==> src/rtl/layer_generator_rand.sv <==
// Random platform-layer generator. Emits an initial map of INIT_LAYERS layers
// after generate_map_i, then one extra layer per next_layer_i request. Layers
// come from a seedable Galois LFSR and are patched so that every layer has at
// least one block adjacent to a block of the previous layer.
//
// state   | meaning
// --------+--------------------------------------------------------------
// S_IDLE  | waiting for generate_map_i; seed_load_i reloads the LFSR
// S_FIRST | registers the fixed single-block first layer
// S_GEN   | steps the LFSR and registers a reachable random layer
// S_WAIT  | layer presented on load_layer_o until layer_ack_i
// S_READY | initial map accepted; waits for next_layer_i / generate_map_i
module layer_generator_rand #(
    parameter int                LAYER_W     = 7,
    parameter int                INIT_LAYERS = 4,
    parameter int                LFSR_W      = 16,
    parameter logic [LFSR_W-1:0] LFSR_TAPS   = 16'hB400,
    parameter logic [LFSR_W-1:0] SEED        = 16'hACE1
) (
    input  logic               clk,
    input  logic               rst_n,
    input  logic               generate_map_i,
    input  logic               next_layer_i,
    input  logic               seed_load_i,
    input  logic [LFSR_W-1:0]  seed_in_i,
    input  logic               layer_ack_i,
    output logic [0:LAYER_W-1] layer_map_o,
    output logic [0:LAYER_W-1] block_type_o,
    output logic               load_layer_o,
    output logic               map_ready_o,
    output logic               busy_o,
    output logic [15:0]        layer_cnt_o
);

    typedef enum logic [2:0] {
        S_IDLE  = 3'd0,
        S_FIRST = 3'd1,
        S_GEN   = 3'd2,
        S_WAIT  = 3'd3,
        S_READY = 3'd4
    } state_e;

    localparam logic [15:0] INIT_CNT = 16'(INIT_LAYERS);

    state_e             state_q, state_d;
    logic [LFSR_W-1:0]  lfsr_q, lfsr_d;
    logic [0:LAYER_W-1] map_q, map_d;
    logic [0:LAYER_W-1] type_q, type_d;
    logic               load_q, load_d;
    logic               ready_q, ready_d;
    logic [15:0]        cnt_q, cnt_d;

    logic [LFSR_W-1:0]  lfsr_next;
    logic [0:LAYER_W-1] cand, typ, reach, cand_fix, first_map;
    int                 p_idx, f_idx;

    function automatic logic [LFSR_W-1:0] lfsr_step(input logic [LFSR_W-1:0] l);
        return {1'b0, l[LFSR_W-1:1]} ^ (l[0] ? LFSR_TAPS : '0);
    endfunction

    // Candidate layer from the next LFSR value, patched to stay reachable.
    always_comb begin
        lfsr_next = lfsr_step(lfsr_q);
        cand      = '0;
        typ       = '0;
        p_idx     = 0;
        for (int i = 0; i < LAYER_W; i++) begin
            cand[i] = lfsr_next[i];
            typ[i]  = lfsr_next[LAYER_W+i];
        end
        // Neighbourhood is symmetric, so shift direction does not matter.
        reach = map_q | (map_q << 1) | (map_q >> 1);
        for (int i = LAYER_W - 1; i >= 0; i--) begin
            if (map_q[i]) p_idx = i;
        end
        f_idx    = (p_idx + 1 == LAYER_W) ? p_idx - 1 : p_idx + 1;
        cand_fix = cand;
        if ((cand & reach) == '0) begin
            for (int i = 0; i < LAYER_W; i++) begin
                if (i == f_idx) cand_fix[i] = 1'b1;
            end
        end
        first_map              = '0;
        first_map[LAYER_W / 2] = 1'b1;
    end

    // Next-state and register-next logic of the sequencer.
    always_comb begin
        state_d = state_q;
        lfsr_d  = lfsr_q;
        map_d   = map_q;
        type_d  = type_q;
        load_d  = load_q;
        ready_d = ready_q;
        cnt_d   = cnt_q;
        case (state_q)
            S_IDLE: begin
                if (seed_load_i) lfsr_d = (seed_in_i != '0) ? seed_in_i : SEED;
                if (generate_map_i) begin
                    state_d = S_FIRST;
                    cnt_d   = '0;
                    ready_d = 1'b0;
                end
            end
            S_FIRST: begin
                map_d   = first_map;
                type_d  = '0;
                load_d  = 1'b1;
                state_d = S_WAIT;
            end
            S_GEN: begin
                lfsr_d  = lfsr_next;
                map_d   = cand_fix;
                type_d  = typ & cand_fix;
                load_d  = 1'b1;
                state_d = S_WAIT;
            end
            S_WAIT: begin
                if (layer_ack_i) begin
                    load_d = 1'b0;
                    cnt_d  = cnt_q + 16'd1;
                    if ((cnt_d < INIT_CNT) && !ready_q) begin
                        state_d = S_GEN;
                    end else begin
                        ready_d = 1'b1;
                        state_d = S_READY;
                    end
                end
            end
            S_READY: begin
                if (generate_map_i) begin
                    state_d = S_FIRST;
                    ready_d = 1'b0;
                    cnt_d   = '0;
                end else if (next_layer_i) begin
                    state_d = S_GEN;
                end
            end
            default: state_d = S_IDLE;
        endcase
    end

    // State and datapath registers.
    always_ff @(posedge clk or negedge rst_n) begin
        if (!rst_n) begin
            state_q <= S_IDLE;
            lfsr_q  <= SEED;
            map_q   <= '0;
            type_q  <= '0;
            load_q  <= 1'b0;
            ready_q <= 1'b0;
            cnt_q   <= '0;
        end else begin
            state_q <= state_d;
            lfsr_q  <= lfsr_d;
            map_q   <= map_d;
            type_q  <= type_d;
            load_q  <= load_d;
            ready_q <= ready_d;
            cnt_q   <= cnt_d;
        end
    end

    assign layer_map_o  = map_q;
    assign block_type_o = type_q;
    assign load_layer_o = load_q;
    assign map_ready_o  = ready_q;
    assign layer_cnt_o  = cnt_q;
    assign busy_o       = (state_q == S_FIRST) || (state_q == S_GEN) || (state_q == S_WAIT);

endmodule
==> config.mk <==
export PLATFORM = sky130hd
export DESIGN_NAME = layer_generator_rand
export DESIGN_NICKNAME = d
export VERILOG_FILES = /design/src/rtl/layer_generator_rand.sv
export SDC_FILE = /design/constraint.sdc
export NUM_CORES = 1
export LEC_CHECK = 0
export ABC_AREA = 1
export CAP_MARGIN = 20
export CELL_PAD_IN_SITES_DETAIL_PLACEMENT = 1
export CELL_PAD_IN_SITES_GLOBAL_PLACEMENT = 1
export CORE_MARGIN = 8
export CORE_UTILIZATION = 38
export DETAILED_ROUTE_END_ITERATION = 12
export PLACE_DENSITY = 0.78
export SLEW_MARGIN = 20
export SYNTH_ARGS = -nofsm -noshare
export SYNTH_HDL_FRONTEND = slang
export SYNTH_SLANG_ARGS = --single-unit
==> constraint.sdc <==
create_clock -name clk -period 2.6 [get_ports clk]
set_input_delay 0.39 -clock clk [delete_from_list [all_inputs] [get_ports clk]]
set_output_delay 0.39 -clock clk [all_outputs]
set_load 0.01 [all_outputs]
==> After elaboration in Yosys (flattened, before gate mapping) <==
Cells that the tools add are included.
{ "totals": {"input_bits": 22, "wordCells": 89, "register_bits": 51} }
{ "classes": {"n_eq_ne": 17, "n_addsub": 3, "n_reduce_logical": 19, "bitwise_logic": 5, "n_lt_le_gt_ge": 1, "muxes": 37} }
{ "ops": {"columns": ["op", "count"], "rows": [
  ["$mux 32", 4],
  ["$eq 4x32->1 const A", 3],
  ["$mux 16", 5],
  ["$eq 3x32->1 const A", 2],
  ["$pmux 16 s2", 2],
  ["$add 32x2->32 const B", 1],
  ["$eq 2x32->1 const A", 1],
  ["$eq 32x4->1 const B", 1],
  ["$logic_not 32->1", 1],
  ["$sub 32x2->32 const B", 1],
  ["$pmux 7 s2", 2],
  ["$mux 3", 9],
  ["$add 16x1->16 const B", 1],
  ["$lt 16x3->1 const B", 1],
  ["$reduce_bool 16->1", 1],
  ["$xor 15x16->16", 1],
  ["$and 7x7->7", 2],
  ["$pmux 3 s4", 1],
  ["$mux 1", 11],
  ["$ne 2x2->1 const B", 4],
  ["$reduce_bool 2->1", 4],
  ["$logic_not 7->1", 1],
  ["$mux 7", 1],
  ["$or 7x6->7", 1],
  ["15 further kinds", 21]
]} }

==> Longest topological paths before layout <==
Gate-level depths: netlist of run 1.
{ "depth": {"ltp_word": 15, "depth_mapped": 20} }

==> Worst setup path after synthesis of run 1 <==
OpenSTA, ideal clock, no wires.
{ "synth_path": {"path_type": "reg-to-reg", "from": "register map_q (netlist bit layer_map_o[5])", "to": "register type_q (netlist bit block_type_o[1])", "path_slack_ns": 0.648, "n_path_buf": 0, "setup_ns": 0.066, "period_less_slack_ns": 1.952, "stages_incl_launch_ff": 17, "t_arrival_ns": 1.886, "t_required_ns": 2.534, "cell_sequence": "dfrtp_1 nor2_1 nand2_1 nand2_1 nand2_1 ha_1 ha_1 nand2_1 nand3_1 inv_1 nor2_1 inv_1 nor2_1 nand2_1 nand2_1 nand2_1 nand2_1"} }
{ "synth_between": {"elab_chain_cells": 14, "elab_cells_between_ends": 19, "cone_classes": "add/sub: 2; eq/ne: 2; mux: 10; bitwise: 4; reduce/logical: 1"} }
{ "synth_lines": {"columns": ["element", "line_no", "rtl"], "rows": [
  ["start: declaration", "47", "logic [0:LAYER_W-1] map_q, map_d;"],
  ["start signal: assignment", "156", "map_q <= map_d;"],
  ["$mux 3 (3 in series)", "74", "if (map_q[i]) p_idx = i;"],
  ["$mux 32 (3 in series)", "74", null],
  ["$add 32x2->32", "76", "f_idx = (p_idx + 1 == LAYER_W) ? p_idx - 1 : p_idx + 1;"],
  ["$eq 32x4->1", "76", null],
  ["$mux 32", "76", null],
  ["$eq 2x32->1", "80", "if (i == f_idx) cand_fix[i] = 1'b1;"],
  ["$mux 1", "80", null],
  ["$mux 7 (*)", "78", "if ((cand & reach) == '0) begin"],
  ["$and 7x7->7 (*)", "114", "type_d = typ & cand_fix;"],
  ["$pmux 7 s2 (*)", "96", "case (state_q)"],
  ["end signal: assignment", "157", "type_q <= type_d;"],
  ["end: declaration", "48", "logic [0:LAYER_W-1] type_q, type_d;"]
]} }
Every way passes the cells marked *; elsewhere a longest branch is shown, timed or not.
A chain may end at the register's enable or synchronous reset.

==> Worst setup path in the final report of run 1 <==
{ "layout_path": {"from": "register map_q (netlist bit layer_map_o[5])", "to": "register map_q (netlist bit layer_map_o[0])"} }
{ "layout_between": {"elab_chain_cells": 13, "elab_cells_between_ends": 18, "cone_classes": "add/sub: 2; eq/ne: 1; mux: 10; bitwise: 3; reduce/logical: 2"} }
{ "layout_lines": {"columns": ["element", "line_no"], "rows": [
  ["$mux 3 (3 in series)", "74"],
  ["$mux 32 (3 in series)", "74"],
  ["$add 32x2->32", "76"],
  ["$eq 32x4->1", "76"],
  ["$mux 32", "76"],
  ["$logic_not 32->1", "80"],
  ["$mux 1", "80"],
  ["$mux 7 (*)", "78"],
  ["$pmux 7 s2 (*)", "96"]
]} }
Marked as above.

==> flow_metrics.env, run 1 <==
export IMPL_cp_max_fo=5
export IMPL_grt_max_degree=23
export IMPL_grt_antenna_before_repair=0
export IMPL_maxSlewViolCount=0
export IMPL_ys_async_sr_fraction_pct=100
export IMPL_wl_per_cell_um=15.9
export IMPL_vias=2921
export IMPL_grt_use_total_pct=17.3
export IMPL_gr_total_overflow=0
export IMPL_post_cts_buffers=0
export IMPL_cts_sinks=51
export IMPL_hold_path_class="input pin to asynchronous set/reset pin"
export IMPL_core_area_sq_um=7730
export IMPL_fin_crit_sh_pct=87.6
export IMPL_syn_cell_area_sq_um=3020
export IMPL_worstMarginPinSlew_ps=538
export IMPL_fin_cells=582
export IMPL_final_nets=508
export IMPL_drive_gt1_share_pct=7.92
export IMPL_ys_seq_area_share_pct=42.5
export IMPL_diodes=0
export IMPL_synth_seq_cells=51
export IMPL_syn_inst=421
export IMPL_clk_latency_ps=300
export IMPL_ys_warn_count=0
export IMPL_critPathBufInv=2
export IMPL_drt_iter0_markers=95
export IMPL_die_area_sq_um=11100
export IMPL_syn_num_nets=450
export IMPL_cp_common_cell="nand2_1"
export IMPL_final_antenna_net_count=0
export IMPL_syn_area_per_cell_sq_um=7.18
export IMPL_slowest_delay_ps=430
export IMPL_slowest_stage="dfrtp_1"
export IMPL_cellPowerDensity_nw_per_um2=1210
export IMPL_leakage_nw=1.81
export IMPL_drc=0
export IMPL_max_slew_margin_rel_pct=63.7
export IMPL_dp_cells=574
export IMPL_final_area_sq_um=3810
export IMPL_finalSetupViolCount=0
export IMPL_status="finished clean"
export IMPL_cp_end_kind="flip-flop"
export IMPL_total_power_w=0.00462
export IMPL_grt_pass1_vias=3151
export IMPL_synth_cell_types=30
export IMPL_io_pins=55
export IMPL_area_growth_pct=26.2
export IMPL_maxCapViolCount=0
export IMPL_critPathTopFamily="simple AND/OR/NAND/NOR gates"
export IMPL_cts_reportedPaths_clkPinSlew_ps=90
export IMPL_hpwl_um=7480
export IMPL_start_kind="flip-flop"
export IMPL_dieHeight_um=105
export IMPL_placed_cell_area_sq_um=3690
export IMPL_ir_drop_mv=0.656
export IMPL_post_drt_via_cell_ratio=5.02
export IMPL_port_buffers=54
export IMPL_htree_num_levels=2
export IMPL_crit_required_ps=2820
export IMPL_synth_edff_count=0
export IMPL_cp_arrival_ps=2500
export IMPL_gp_congestion=0.861
export IMPL_wirelength_um=9260
export IMPL_grt_pass1_wl_um=15800
export IMPL_hold_viol_final=0
export IMPL_firstDrtPassIters=4
export IMPL_fin_setup_tns_ps=0
export IMPL_rows=32
export IMPL_clk_path_buf_depth=2
export IMPL_skew_ps=5.57
export IMPL_fin_crit_ps=2280
export IMPL_cts_buffers=5
export IMPL_whs_ps=40.2
export IMPL_cts_tree="built"
export IMPL_fmax_mhz=439
export IMPL_rsz0062_at_grt="no"
export IMPL_root_buffer="clkbuf_8"
export IMPL_start_util_pct=39.1
export IMPL_dieWidth_um=105
export IMPL_path_cells="nor2_1, nand2_1, nand2_1, nand2_1, ha_1, ha_1, nand2_1, nand3_1, inv_1, nor2_1, inv_1, o21ai_1, nand2_1, o21ai_0"
export IMPL_worstSetupPathType="flip-flop to flip-flop"
export IMPL_synthFlopType="dfrtp_1"
[placed cells by master (no fill, tap or decap), types with 5 or more instances in the layout]
cell type        count
nor2_2               6
dfrtp_1             43
nand4_1             11
clkbuf_8             6
nor3_1               6
nand2_1            130
dfstp_2              8
clkdlybuf4s50_1     53
o21ai_1              6
o21ai_0             21
o22ai_1              8
inv_1               59
nand3_1             32
nor2_1              38
o211ai_1             9
a21oi_1              6
buf_4                5
ha_1                 7
[worst register-to-register path, stage by stage, from the launching register on]
cell     delay [ps]
dfrtp_1         430
nor2_1          210
nand2_1          80
nand2_1          60
nand2_1         100
ha_1            210
ha_1            270
nand2_1          40
nand3_1         110
inv_1            50
nor2_1          150
inv_1            80
o21ai_1         230
nand2_1         100
o21ai_0          80
[through the flow]
step	setup WS [ps]	utilization (%)
after global placement	343	47.8
after floorplan	648	-
after detailed placement	321	47.8
after CTS	291	49.3
after global routing	10.9	49.4
final	322	49.4
[logic make-up (layout without fill, tap and decap cells)]
family                     Yosys count  count (layout)  share of synthesized area [%]
DFF                                 51              51                           42.5
AOI/OAI and AO/OA                   58              58                           11.5
adders and majority gates            7               7                           2.90
xor gates and xnor gates             5               5                           1.45
buffers and inverters               70             129                           8.86
and+or+nand+nor                    230             230                           32.7
[registers in the layout, indices dropped and copies added, names as in the netlist]
signal        flops
map_ready_o       1
load_layer_o      1
lfsr_q           16
state_q           3
layer_cnt_o      16
block_type_o      7
layer_map_o       7
[synthesized netlist by cell type, types with 2 or more instances]
cell type | instances | share of area (%)
dfstp_2 | 8 | 7.0
ha_1 | 7 | 2.9
nor3_1 | 7 | 1.2
nand2_1 | 130 | 16
o211ai_1 | 9 | 2.2
nor2_1 | 39 | 4.8
inv_2 | 3 | 0.37
nor2_2 | 5 | 1.0
o221ai_1 | 3 | 0.87
a21oi_1 | 6 | 0.99
o311ai_0 | 2 | 0.58
o22ai_1 | 8 | 1.7
inv_1 | 59 | 7.3
clkbuf_1 | 4 | 0.50
dfrtp_1 | 43 | 36
buf_2 | 4 | 0.66
o21ai_1 | 6 | 0.99
nand4_1 | 11 | 2.3
o21ai_0 | 21 | 3.5
nand3_2 | 2 | 0.66
nand3_1 | 32 | 5.3
xor2_1 | 4 | 1.2
[area by class of cell]
cell class,instances,area [sq um]
timing repair buffer,59,573
sequential,51,1290
clock inverter,2,35.0
inverter,62,233
clock buffer,6,82.6
tap,102,128
fill,1005,3910
multi-input combinational,300,1480
[repair_timing]
item / in CTS / in global routing
resized for setup: 0 / 1
setup endpoints to repair: 0 / 1
hold buffers: 0 / 0
[final timing paths]
| check | start | endpoint | slack [ps] | depth (start not counted) |
|---|---|---|---|---|
| max in group asynchronous | rst_n | lfsr_q[7] | 1860 | 2 |
| setup reg to reg | layer_map_o[5] | layer_map_o[0] | 320 | 14 |
| hold / removal | rst_n | layer_cnt_o[3] | 40 | 1 |
| setup / recovery | layer_map_o[5] | layer_map_o[0] | 320 | 14 |
| hold reg to reg | block_type_o[3] | block_type_o[3] | 500 | 2 |
| min in group clk | block_type_o[3] | block_type_o[3] | 500 | 2 |
[power breakdown]
part	switching, W	internal [W]
sequential	0.000351	0.00119
combinational	0.00150	0.000993
clock	0.000268	0.000312
[metal layers]
layer  up-vias  global-route usage [%]  part of all wire, %
met5         -                       0                    0
met4         0                    5.30                  1.4
met3         9                    2.76                  3.7
met2        43                    27.9                   47
met1      1393                    23.1                   48
li1       1476                       -                    -
Note: power is estimated with default switching activity, not from simulation.
==> inputs of run 2 (changes only) <==
--- a/config.mk
+++ b/config.mk
@@ -12,6 +12,7 @@
 export CORE_MARGIN = 8
 export CORE_UTILIZATION = 38
 export DETAILED_ROUTE_END_ITERATION = 12
+export HOLD_SLACK_MARGIN = 0.12
 export PLACE_DENSITY = 0.78
 export SLEW_MARGIN = 20
 export SYNTH_ARGS = -nofsm -noshare
==> run 2 against run 1 <==
Against the previous run:
- global-route usage up 0.13 points
- critical endpoint unchanged
- clock power about the same
- register-to-register slack about the same
- power up 0.17%
- sequential power about the same
- via count up 0.72%
- combinational power about the same
==> flow_metrics.env, run 2 (synthesis results as in run 1) <==
export IMPL_io_pins=55
export IMPL_drc=0
export IMPL_final_common_cell="nand2_1"
export IMPL_final_cell_mix="nand2_1, inv_1, clkdlybuf4s50_1"
export IMPL_hpwl_um=7480
export IMPL_grt_pass1_wl_um=15900
export IMPL_slowest_stage="dfrtp_1"
export IMPL_gr_usage_met2_pct=28.1
export IMPL_area_growth_pct=26.5
export IMPL_start_kind="flip-flop"
export IMPL_path_cells="nor2_1, nand2_1, nand2_1, nand2_1, ha_1, ha_1, nand2_1, nand3_1, inv_1, nor2_1, inv_1, o21ai_1, nand2_1, o21ai_0"
export IMPL_post_cts_buffers=0
export IMPL_fmax_mhz=439
export IMPL_startpoint="layer_map_o[5]"
export IMPL_start_util_pct=39.1
export IMPL_grt_busiest_layer="met2"
export IMPL_die_area_sq_um=11100
export IMPL_finalSetupViolCount=0
export IMPL_grt_use_total_pct=17.4
export IMPL_cts_sinks=51
export IMPL_max_slew_margin_rel_pct=63.9
export IMPL_worstMarginPinSlew_ps=535
export IMPL_path_depth=14
export IMPL_dieHeight_um=105
export IMPL_fin_crit_sh_pct=87.7
export IMPL_hold_viol_final=0
export IMPL_regToRegEndpoint="layer_map_o[0]"
export IMPL_rows=32
export IMPL_n_fill_cell=1005
export IMPL_ir_drop_mv=0.657
export IMPL_rr_worst_depth=14
export IMPL_worstSetupPathType="flip-flop to flip-flop"
export IMPL_dieWidth_um=105
export IMPL_final_area_sq_um=3820
export IMPL_critPathBufInv=2
export IMPL_holdPathStages=2
export IMPL_fin_crit_ps=2280
export IMPL_total_power_w=0.00463
export IMPL_maxSlewViolCount=0
export IMPL_firstDrtPassIters=4
export IMPL_cp_end_kind="flip-flop"
export IMPL_placed_cell_area_sq_um=3690
export IMPL_rsz0062_at_grt="no"
export IMPL_cts_buffers=5
export IMPL_gr_total_overflow=0
export IMPL_cts_reportedPaths_clkPinSlew_ps=100
export IMPL_hold_path_class="flip-flop to flip-flop"
export IMPL_drt_iter0_markers=94
export IMPL_root_buffer="clkbuf_8"
export IMPL_port_buffers=54
export IMPL_clk_path_buf_depth=2
export IMPL_grt_max_degree=23
export IMPL_slowest_delay_ps=430
export IMPL_cp_arrival_ps=2500
export IMPL_use_met1_pct=23.3
export IMPL_grt_pass1_vias=3161
export IMPL_grt_antenna_before_repair=0
export IMPL_crit_end="layer_map_o[0]"
export IMPL_cts_tree="built"
export IMPL_maxCapViolCount=0
export IMPL_cp_max_fo=5
export IMPL_fin_setup_tns_ps=0
export IMPL_diodes=0
export IMPL_grt_use_met3_pct=2.76
export IMPL_critPathTopFamily="simple AND/OR/NAND/NOR gates"
export IMPL_gp_congestion=0.861
export IMPL_core_area_sq_um=7730
export IMPL_cellPowerDensity_nw_per_um2=1210
export IMPL_leakage_nw=1.81
export IMPL_drive_gt1_share_pct=7.90
export IMPL_vias=2942
export IMPL_cp_common_cell="nand2_1"
export IMPL_clk_latency_ps=300
export IMPL_finish_utilization_pct=49.5
export IMPL_r2r_slack_ps=320
export IMPL_skew_ps=4.74
export IMPL_wl_per_cell_um=16.0
export IMPL_status="finished clean"
export IMPL_final_antenna_net_count=0
export IMPL_htree_num_levels=2
export IMPL_wirelength_um=9330
export IMPL_post_drt_via_cell_ratio=5.05
export IMPL_regToRegStartpoint="layer_map_o[5]"
export IMPL_crit_required_ps=2820
export IMPL_final_nets=509
-- run 2: what timing repair did --
| action | CTS | global route |
|---|---|---|
| resized for setup | 0 | 1 |
| hold buffers | 1 | 0 |
| hold endpoints to repair | 20 | 0 |
| endpoints found under the setup margin | 0 | 1 |
-- run 2: power by group --
group,total (W),switching (W),leakage (nW),internal (W)
logic,0.00250,0.00151,1.11,0.000994
registers,0.00154,0.000352,0.642,0.00119
clock network,0.000581,0.000269,0.0612,0.000312
total,0.00463,0.00213,1.81,0.00250
-- run 2: worst min-delay path by stage --
stage                      endpoint  slack (ps)       startpoint
floorplan           block_type_o[0]          90            rst_n
global placement     layer_cnt_o[4]         390            rst_n
detailed placement   layer_cnt_o[3]         380            rst_n
CTS                 block_type_o[3]         510  block_type_o[3]
global route        block_type_o[1]         550  block_type_o[1]
finish              block_type_o[3]         500  block_type_o[3]
-- run 2: area by class of cell --
type | count | area (sq um) | share of cell area [%]
repair buffers | 60 | 583 | 15.2
clock buffers | 6 | 82.6 | 2.16
clock inverters | 2 | 35.0 | 0.916
well taps | 102 | 128 | 3.34
multi-input cells | 300 | 1480 | 38.6
inverters | 62 | 233 | 6.09
flip-flops and latches | 51 | 1290 | 33.6
-- run 2: per-stage QoR --
step	hold slack [ps]	setup WS, ps	cells
floorplan	94.4	648	421
global placement	392	343	574
detailed placement	383	321	574
CTS	506	291	583
global route	545	9.53	583
finish	501	321	583
-- run 2: layer usage --
layer,up-vias,share of wire (%)
met5,-,0
met4,0,1.3
met3,9,3.3
met2,44,47
met1,1411,48
li1,1478,-
-- run 2: tightest hold or removal path: stages, from the launching register on --
cell and delay [ps]:
dfrtp_1 360, nand2_1 50, nand2_1 60
==> inputs of run 3 (changes only) <==
--- a/config.mk
+++ b/config.mk
@@ -13,7 +13,8 @@
 export CORE_UTILIZATION = 38
 export DETAILED_ROUTE_END_ITERATION = 12
 export HOLD_SLACK_MARGIN = 0.12
-export PLACE_DENSITY = 0.78
+export PLACE_DENSITY = 0.92
+export SETUP_SLACK_MARGIN = 0.2
 export SLEW_MARGIN = 20
 export SYNTH_ARGS = -nofsm -noshare
 export SYNTH_HDL_FRONTEND = slang
==> run 3 against run 2 <==
Against the previous run:
- cell count decreased by 0.17%
- combinational power rose by 3%
- first-iteration DRC count is 82% higher
- largest cell class unchanged
- sequential cell count unchanged
- critical path type unchanged
==> flow_metrics.env, run 3 (synthesis results as in run 1) <==
export IMPL_seqCellArea_sq_um=1290
export IMPL_clk_path_buf_depth=2
export IMPL_grt_pass1_vias=3246
export IMPL_crit_required_ps=2860
export IMPL_fin_setup_tns_ps=0
export IMPL_io_pins=55
export IMPL_clk_latency_ps=310
export IMPL_cellPowerDensity_nw_per_um2=1210
export IMPL_slowest_stage="dfrtp_1"
export IMPL_fin_crit_ps=2210
export IMPL_port_buffers=54
export IMPL_status="finished clean"
export IMPL_final_nets=508
export IMPL_gp_congestion=0.844
export IMPL_root_buffer="clkbuf_8"
export IMPL_wl_per_cell_um=16.6
export IMPL_maxSlewViolCount=0
export IMPL_worstMarginPinSlew_ps=662
export IMPL_leakage_nw=1.80
export IMPL_slowest_delay_ps=430
export IMPL_path_cells="inv_1, nand2_1, nand2_1, nand2_1, nand2_1, nand2_2, ha_1, ha_1, nand2_1, nand3_2, inv_1, nor2_1, inv_1, nor2_2, nand2_1, nand2_1, nand2_1, nand2_1"
export IMPL_dp_slack_ps=349
export IMPL_rsz0062_at_grt="no"
export IMPL_fmax_mhz=453
export IMPL_cp_max_fo=5
export IMPL_max_slew_margin_rel_pct=55.9
export IMPL_cp_arrival_ps=2460
export IMPL_start_kind="flip-flop"
export IMPL_die_area_sq_um=11100
export IMPL_multiInputGateArea_sq_um=1500
export IMPL_ir_drop_mv=0.598
export IMPL_final_cell_mix="nand2_1, inv_1, clkdlybuf4s50_1"
export IMPL_skew_ps=10.2
export IMPL_final_common_cell="nand2_1"
export IMPL_hold_path_class="input pin to asynchronous set/reset pin"
export IMPL_start_util_pct=39.1
export IMPL_post_drt_via_cell_ratio=5.27
export IMPL_cts_buffers=5
export IMPL_grt_max_degree=52
export IMPL_cts_sinks=51
export IMPL_final_antenna_net_count=0
export IMPL_gr_total_overflow=0
export IMPL_dieWidth_um=105
export IMPL_diodes=0
export IMPL_n_fill_cell=998
export IMPL_maxCapViolCount=0
export IMPL_cp_end_kind="flip-flop"
export IMPL_cts_reportedPaths_clkPinSlew_ps=100
export IMPL_fin_crit_sh_pct=84.8
export IMPL_dieHeight_um=105
export IMPL_core_area_sq_um=7730
export IMPL_worstSetupPathType="flip-flop to flip-flop"
export IMPL_drt_iter0_markers=171
export IMPL_firstDrtPassIters=4
export IMPL_finalSetupViolCount=0
export IMPL_drc=0
export IMPL_grt_antenna_before_repair=0
export IMPL_setup_ws_ps=394
export IMPL_hold_viol_final=0
export IMPL_wirelength_um=9650
export IMPL_rows=32
export IMPL_htree_num_levels=2
export IMPL_vias=3067
export IMPL_cp_common_cell="nand2_1"
export IMPL_whs_ps=201
export IMPL_grt_use_total_pct=17.7
export IMPL_cts_tree="built"
export IMPL_hpwl_um=7520
export IMPL_area_growth_pct=26.1
export IMPL_drive_gt1_share_pct=9.38
export IMPL_grt_pass1_wl_um=16300
run 3: worst paths after layout:
kind | startpoint | to | slack, ps | depth (start not counted)
setup / recovery | layer_map_o[4] | block_type_o[1] | 390 | 18
hold / removal | rst_n | layer_cnt_o[8] | 200 | 2
setup reg to reg | layer_map_o[4] | block_type_o[1] | 390 | 18
hold reg to reg | block_type_o[2] | block_type_o[2] | 500 | 2
max in group asynchronous | rst_n | lfsr_q[1] | 1960 | 2
min in group clk | block_type_o[2] | block_type_o[2] | 500 | 2
run 3: power breakdown:
part | internal, W | total (W) | switching [W] | leakage (nW)
logic | 0.00101 | 0.00258 | 0.00157 | 1.11
clock network | 0.000216 | 0.000485 | 0.000269 | 0.0482
registers | 0.00119 | 0.00156 | 0.000364 | 0.642
run 3: final cells by class:
class,instances,share of cell area (%)
Clock buffer,7,2.27
Multi-Input combinational cell,300,39.4
Clock inverter,1,0.131
Sequential cell,51,33.7
Tap cell,102,3.35
Inverter,62,6.11
Timing Repair Buffer,59,15.0
run 3: per-stage QoR:
stage	util [%]	cell area (sq um)	cells	total power [W]
2_1_floorplan	-	3020	421	0.00302
3_3_place_gp	47.6	3680	572	0.00392
3_5_place_dp	47.6	3680	572	0.00408
4_1_cts	48.8	3770	580	0.00458
5_1_grt	49.3	3810	582	0.00503
6_report	49.3	3810	582	0.00462
run 3: critical path: cells and delay by family, from the launching register on:
family | cells | cell delay [ps]
simple gates | 13 | 1010
fa+ha+maj | 2 | 490
flops | 1 | 430
buf+inv | 3 | 210
run 3: repair_timing:
action / in CTS / in global routing
gates resized for setup: 0 / 9
hold buffers: 0 / 0
endpoints found under the setup margin: 0 / 14
setup buffers: 0 / 2
run 3: routing by layer:
metal  part of all wire [%]  GRT usage [%]
met1                     44           22.4
met2                     49           29.3
met3                    4.6           3.69
met4                    1.7           5.91
met5                      0              0
